### config.mk
export PLATFORM = sky130hd
export DESIGN_NAME = bram_port_arbiter
export DESIGN_NICKNAME = d
export VERILOG_FILES = /design/src/rtl/bram_port_arbiter.sv
export SDC_FILE = /design/constraint.sdc
export NUM_CORES = 1
export LEC_CHECK = 0
export BUFFER_PORTS_ARGS = -buffer_cell sky130_fd_sc_hd__buf_2
export CAP_MARGIN = 20
export CORE_ASPECT_RATIO = 0.5
export CORE_MARGIN = 4
export CORE_UTILIZATION = 34
export CTS_BUF_LIST = sky130_fd_sc_hd__clkbuf_2
export CTS_CLUSTER_SIZE = 20
export DETAILED_ROUTE_END_ITERATION = 16
export PLACE_DENSITY = 0.85
export SLEW_MARGIN = 30
export SYNTH_ARGS = -nofsm -noshare
export SYNTH_HDL_FRONTEND = slang
export SYNTH_SLANG_ARGS = --single-unit
### constraint.sdc
create_clock -name clk -period 4.7 [get_ports clk]
set_input_delay 0.94 -clock clk [delete_from_list [all_inputs] [get_ports clk]]
set_output_delay 0.94 -clock clk [all_outputs]
set_load 0.01 [all_outputs]
### src/rtl/bram_port_arbiter.sv
// Two-requester round-robin arbiter with bounded burst locking onto one single-port RAM.
// Latency: grant and RAM port are combinational; read data returns one cycle after acceptance.
// Backpressure: mN_ready holds off the losing requester; responses have no backpressure.
`timescale 1ns/1ps
module bram_port_arbiter #(
    parameter int DATA_WIDTH = 16,
    parameter int ADDR_WIDTH = 8,
    parameter int MAX_BURST  = 4
) (
    input  logic                  clk,
    input  logic                  rst_n,

    input  logic                  m0_valid,
    input  logic                  m0_we,
    input  logic                  m0_lock,
    input  logic [ADDR_WIDTH-1:0] m0_addr,
    input  logic [DATA_WIDTH-1:0] m0_wdata,
    output logic                  m0_ready,
    output logic                  m0_rsp_valid,
    output logic [DATA_WIDTH-1:0] m0_rsp_data,

    input  logic                  m1_valid,
    input  logic                  m1_we,
    input  logic                  m1_lock,
    input  logic [ADDR_WIDTH-1:0] m1_addr,
    input  logic [DATA_WIDTH-1:0] m1_wdata,
    output logic                  m1_ready,
    output logic                  m1_rsp_valid,
    output logic [DATA_WIDTH-1:0] m1_rsp_data,

    output logic                  bram_en,
    output logic                  bram_we,
    output logic [ADDR_WIDTH-1:0] bram_addr,
    output logic [DATA_WIDTH-1:0] bram_di,
    input  logic [DATA_WIDTH-1:0] bram_dout
);

    localparam int CW = $clog2(MAX_BURST + 1);
    localparam logic [CW-1:0] CNT_MAX = CW'(MAX_BURST);
    localparam logic [CW-1:0] CNT_ONE = CW'(1);

    // Arbitration state: round-robin pointer, lock ownership and burst length
    logic          last_grant_q,  last_grant_d;
    logic          lock_active_q, lock_active_d;
    logic          lock_holder_q, lock_holder_d;
    logic [CW-1:0] burst_cnt_q,   burst_cnt_d;
    // Outstanding read response tag
    logic          pend_valid_q,  pend_valid_d;
    logic          pend_id_q,     pend_id_d;

    logic                  gnt_vld;
    logic                  gnt_id;
    logic                  holder_valid;
    logic                  sel_we;
    logic                  sel_lock;
    logic [ADDR_WIDTH-1:0] sel_addr;
    logic [DATA_WIDTH-1:0] sel_wdata;

    // Pick the winner: an unexhausted lock first, then a lone requester, then round-robin
    always_comb begin
        gnt_vld      = 1'b0;
        gnt_id       = 1'b0;
        holder_valid = lock_holder_q ? m1_valid : m0_valid;
        if (rst_n) begin
            if (lock_active_q && holder_valid && (burst_cnt_q < CNT_MAX)) begin
                gnt_vld = 1'b1;
                gnt_id  = lock_holder_q;
            end else if (m0_valid && !m1_valid) begin
                gnt_vld = 1'b1;
                gnt_id  = 1'b0;
            end else if (m1_valid && !m0_valid) begin
                gnt_vld = 1'b1;
                gnt_id  = 1'b1;
            end else if (m0_valid && m1_valid) begin
                gnt_vld = 1'b1;
                gnt_id  = ~last_grant_q;
            end
        end
    end

    // Route the winning request onto the RAM port; idle port is driven to zero
    always_comb begin
        sel_we    = gnt_id ? m1_we    : m0_we;
        sel_lock  = gnt_id ? m1_lock  : m0_lock;
        sel_addr  = gnt_id ? m1_addr  : m0_addr;
        sel_wdata = gnt_id ? m1_wdata : m0_wdata;

        m0_ready  = gnt_vld && !gnt_id;
        m1_ready  = gnt_vld &&  gnt_id;
        bram_en   = gnt_vld;
        bram_we   = gnt_vld && sel_we;
        bram_addr = gnt_vld ? sel_addr  : '0;
        bram_di   = gnt_vld ? sel_wdata : '0;
    end

    // Next-state: pointer follows the grant, lock counts consecutive locked grants and saturates
    always_comb begin
        last_grant_d  = last_grant_q;
        lock_active_d = lock_active_q;
        lock_holder_d = lock_holder_q;
        burst_cnt_d   = burst_cnt_q;
        pend_valid_d  = gnt_vld && !sel_we;
        pend_id_d     = gnt_vld ? gnt_id : pend_id_q;

        if (gnt_vld) begin
            last_grant_d = gnt_id;
            if (sel_lock) begin
                if (lock_active_q && (lock_holder_q == gnt_id) && (burst_cnt_q < CNT_MAX)) begin
                    burst_cnt_d = burst_cnt_q + CNT_ONE;
                end else begin
                    // New holder, or an exhausted holder re-granted because the other side is idle
                    burst_cnt_d   = CNT_ONE;
                    lock_active_d = 1'b1;
                    lock_holder_d = gnt_id;
                end
            end else begin
                lock_active_d = 1'b0;
                burst_cnt_d   = '0;
            end
        end else begin
            lock_active_d = 1'b0;
            burst_cnt_d   = '0;
        end
    end

    // State registers; reset makes requester 0 win the first contention
    always_ff @(posedge clk or negedge rst_n) begin
        if (!rst_n) begin
            last_grant_q  <= 1'b1;
            lock_active_q <= 1'b0;
            lock_holder_q <= 1'b0;
            burst_cnt_q   <= '0;
            pend_valid_q  <= 1'b0;
            pend_id_q     <= 1'b0;
        end else begin
            last_grant_q  <= last_grant_d;
            lock_active_q <= lock_active_d;
            lock_holder_q <= lock_holder_d;
            burst_cnt_q   <= burst_cnt_d;
            pend_valid_q  <= pend_valid_d;
            pend_id_q     <= pend_id_d;
        end
    end

    // Read data is broadcast; the valid strobe tags which requester owns it
    always_comb begin
        m0_rsp_valid = pend_valid_q && !pend_id_q;
        m1_rsp_valid = pend_valid_q &&  pend_id_q;
        m0_rsp_data  = bram_dout;
        m1_rsp_data  = bram_dout;
    end

endmodule

* After elaboration in Yosys (flattened, before gate mapping)
Index checks and enable logic that the tools add are counted. Widths: inputs -> output; s select.
Word-level totals: register bits 8, logic and storage cells 54, input port bits 72, output and inout port bits 62
Operators by class: add/sub/neg operators 1, multiplexer cells 23, reduce and logical (&&, ||, !) cells 19, equal/unequal tests 2, bitwise logic cells 2, magnitude comparators 1
Operators by type and width (count):
- $mux 16 | 2
- $mux 1 | 16
- $mux 8 | 2
- $logic_and 1x1->1 | 13
- $mux 3 | 3
- $logic_not 1->1 | 5
- $add 3x1->3 const B | 1
- $lt 3x3->1 const B | 1
- $ne 3x3->1 const B | 1
- $reduce_and 3->1 | 1
- $not 1->1 | 2
- $eq 1x1->1 | 1

* Depth between registers and ports, before layout
depth after elaboration 12, gate-level depth with buffers 5, depth with buffers taken out 4

* Worst setup path before layout
No wires, ideal clock.
path type input port to output port, from in m0_valid, to out bram_di[10], data arrival time 2.044 ns, setup slack 1.716 ns, buffers on the path 1, stages on the path 5, required time 3.760 ns, path through and4bb_1 a311oi_4 buf_2 nand2_1 o21ai_0
Between the ends: cells in the longest elaborated chain, start to end 8, elaborated cells on any way between the ends 19, those cells by class mux: 13; reduce/logical: 6
RTL lines:
- from (decl) | line 13 | input logic m0_valid,
- $logic_and 1x1->1 or $logic_not 1->1 (tied branches) | line 74, 71
- $mux 1 or $logic_and 1x1->1 (tied branches) | line 74, 71
- $mux 1 | line 71 | end else if (m1_valid && !m0_valid) begin
- $mux 1 | line 68 | end else if (m0_valid && !m1_valid) begin
- $mux 1 | line 65 | if (lock_active_q && holder_valid && (burst_cnt_q < CNT_MAX)) begin
- $mux 1 | line 64 | if (rst_n) begin
- $mux 16 | line 86 | sel_wdata = gnt_id ? m1_wdata : m0_wdata;
- $mux 16 * | line 93 | bram_di = gnt_vld ? sel_wdata : '0;
- to (decl) | line 34 | output logic [DATA_WIDTH-1:0] bram_di,
Mark *: on every way between the ends. The rest lies on a longest branch, timed or not.

* Final worst setup path
from in m0_valid, to out bram_we
Between the ends: cells in the longest elaborated chain, start to end 8, elaborated cells on any way between the ends 19, those cells by class mux: 12; reduce/logical: 7
RTL lines:
- $logic_and 1x1->1 or $logic_not 1->1 (tied branches) | line 74, 71
- $mux 1 or $logic_and 1x1->1 (tied branches) | line 74, 71
- $mux 1 | line 71
- $mux 1 | line 68
- $mux 1 | line 65
- $mux 1 | line 64
- $mux 1 | line 83 | sel_we = gnt_id ? m1_we : m0_we;
- $logic_and 1x1->1 * | line 91 | bram_we = gnt_vld && sel_we;
- to (decl) | line 32 | output logic bram_we,
Marks and branches as above.

==> results.tsv <==
stage	metric	value	unit
status	outcome	finished, final reports clean	
clocking	post_cts_resized	0	
critical_path	cp_max_fo	43	
floorplan	fp.dieH	45.94	um
clocking	post_cts_buffers	0	
clocking	htreeDepth	1	
clocking	clk_pin_slew	80	ps
routing	highest_layer	met4	
routing	drc	0	
synthesis	yosysTopAreaCell	buf_4	
finish	n_fill_cell	280	
pwr	leakage	0.6869	nW
synthesis	synth_area	978.4	sq um
floorplan	ios	134	
routing	dr_wl_met2	1583	um
synthesis	synthTopCellsByArea	buf_4 25%, nand2_1 20%, dfrtp_1 18%	
critical_path	crit_type	in -> out	
synthesis	synth_edf_count	0	
routing	via_count	1059	
timing	relSlewSlack	56.59	%
grt	antenna_found_initial	0	
finish	drive_above_1_share	46.73	%
routing	routed_wl	2814	um
pwr	vdd_drop_max	0.0001018	V
timing	slew_violations	0	
clocking	cts_buffer_depth	2	
synthesis	synth_top_area_share	24.55	%
routing	wl_met1	1050	um
timing	clock-skew-final	5.429	ps
floorplan	dieArea	3852	sq um
synthesis	yosysSeqAreaShare	20.59	%
grt	first_global_vias	957	
finish	design_area	1207	sq um
clocking	cts-root-buf	clkbuf_2	
floorplan	die_w	83.87	um
critical_path	crit_path_end_kind	output port	
synthesis	synth-main-ff-cell	dfrtp_1	
timing	hold_viol_final	0	
finish	antennaDiodeCount	0	
grt	grt_pass1_wl	4133	um
timing	hold_slack	469.0	ps
critical_path	startpoint_type	input port	
synthesis	synthesis.nets	221	
timing	worst_pin_slew	647.2	ps
synthesis	syn_avg_cell_area	6.611	sq um
floorplan	coreArea	2668	sq um
clocking	cts_hold_repair.buffers	0	
grt	grt_max_degree	44	
routing	ant_nets	0	
placed_design	gp_congestion	0.7100	
critical_path	crit_top_cell	buf_2	
grt	grtUsageTotal	13.44	%
timing	fin_crit_sh	78.88	%
placed_design	hpwlAfterDp	2348	um
clocking	cts_tree	done	
critical_path	worst_path_max_delay_cell	a311oi_4	
routing	viasPerCell	4.487	
floorplan	row_count	13	
routing	wire_per_inst	11.92	um
finish	final_nets	273	
grt	grt_overflow	0	
routing	wl_met3	107	um
job	drv_cap	0	
finish	area.growth.synth_to_final	23.40	%
routing	drt_iter0_markers	46	
floorplan	initial_core_util	36.68	%
routing	dr.pass1.iters	4	
placed_design	place_area	1187	sq um
placed_design	numPortBuffers	85	
timing	fin_tns_setup	0	ps
critical_path	path_cells	buf_2 -> and4bb_1 -> a311oi_4 -> buf_4 -> mux2i_1 -> nor2_1 -> buf_2	
timing	rsz0062_at_grt	no	
synthesis	synthDistinctLibCells	25	
worst_hold_path	worst_hold_path_type	reg -> reg	
synthesis	syn_inst	148	
critical_path	arrival	2770	ps
timing	fmax	269.7	MHz
synthesis	ys_seq_elements	8	
synthesis	yosysWarnings	0	
pwr	power_density	194.8	nW/um^2
critical_path	crit_path_max_incr_delay	510	ps
clocking	numCtsBuffers	3	
synthesis	synth-async-reset-ratio	100.0	%
timing	min_period	3707	ps
critical_path	cp.required	3760	ps
clocking	clk_latency	250	ps
clocking	cts_sinks	8	
timing	finalSetupViolations	0	
[synthesized netlist by cell type, drive strengths merged (2+ instances only)]
library cell and number:
a21o 2, a21oi 3, and2 2, buf 35, clkbuf 4, dfrtp 7
nand2 51, nor2 4, o21ai 25
[report_power, final]
group	total, mW	switching, mW	leakage (nW)	internal (mW)
combinational	0.103	0.0557	0.568	0.0474
sequential	0.0822	0.00605	0.103	0.0761
clock	0.0499	0.0273	0.0166	0.0226
[worst paths after layout]
check | startpoint | end | slack (ps) | depth (start not counted)
worst min-delay path | burst_cnt_q[0] | burst_cnt_q[0] | 470 | 1
worst max register to register | lock_holder_q | pend_valid_q | 2620 | 5
min in group asynchronous | rst_n | pend_id_q | 530 | 1
max in group asynchronous | rst_n | last_grant_q | 3920 | 1
worst max-delay path | m0_valid | bram_we | 990 | 7
worst min register to register | burst_cnt_q[0] | burst_cnt_q[0] | 470 | 1
[layout make-up]
cell class                      count  area (sq um)  area share (%)
Tap cell                           37         46.29           3.834
Clock buffer                        4         20.02           1.658
Timing Repair Buffer               86         432.9           35.85
Sequential cell                     8         201.4           16.68
Inverter                            2         7.507          0.6218
Multi-Input combinational cell     99         499.2           41.35
[cell families (layout without fill, tap and decap cells)]
family	after synthesis	count (layout)	share of synthesized area, %
fa+ha+maj	1	1	1.279
flops	8	8	20.59
simple gates	63	63	27.62
compound gates	34	34	21.10
mux	1	1	1.023
buf+inv	41	92	28.39
[routing by layer]
layer | track usage [%] | vias up
met5 | 0 | -
met4 | 8.333 | 0
met3 | 3.249 | 13
met2 | 26.70 | 16
met1 | 13.31 | 475
li1 | - | 555
[state kept, by name (all words and copies together), names as in the netlist]
register / cells
burst_cnt_q: 3
pend_id_q: 1
lock_holder_q: 1
last_grant_q: 1
pend_valid_q: 1
lock_active_q: 1
[per-stage QoR]
| step | instances | setup WS, ps | power, mW | utilization [%] |
|---|---|---|---|---|
| 2_1_floorplan | 148 | 1716 | 0.1630 | - |
| 3_3_place_gp | 232 | 1031 | 0.1844 | 44.51 |
| 3_5_place_dp | 232 | 969.5 | 0.1873 | 44.51 |
| 4_1_cts | 236 | 971.8 | 0.2354 | 45.26 |
| 5_1_grt | 236 | 758.1 | 0.2537 | 45.26 |
| 6_report | 236 | 992.6 | 0.2352 | 45.26 |
[placed cells by master (no fill, tap or decap)]
master / count
buf_2: 85
nand2_1: 51
o21ai_0: 25
dfrtp_1: 7
nor2_1: 4
clkbuf_2: 4
a21oi_1: 3
and2_1: 2
a21o_1: 2
clkinv_1: 1
nand2b_1: 1
and4bb_1: 1
a311oi_4: 1
and3_1: 1
a31o_2: 1
and4b_1: 1
a221oi_1: 1
nor4bb_1: 1
a211oi_1: 1
mux2i_1: 1
nor2b_1: 1
inv_1: 1
ha_1: 1
dfstp_2: 1
buf_4: 1
[critical path, delay by kind of cell]
| family | cells | cell delay, ps |
|---|---|---|
| mux | 1 | 270 |
| simple gates | 2 | 300 |
| compound gates | 1 | 510 |
| buf+inv | 3 | 730 |
No activity file was read; power rests on OpenSTA's default activity.
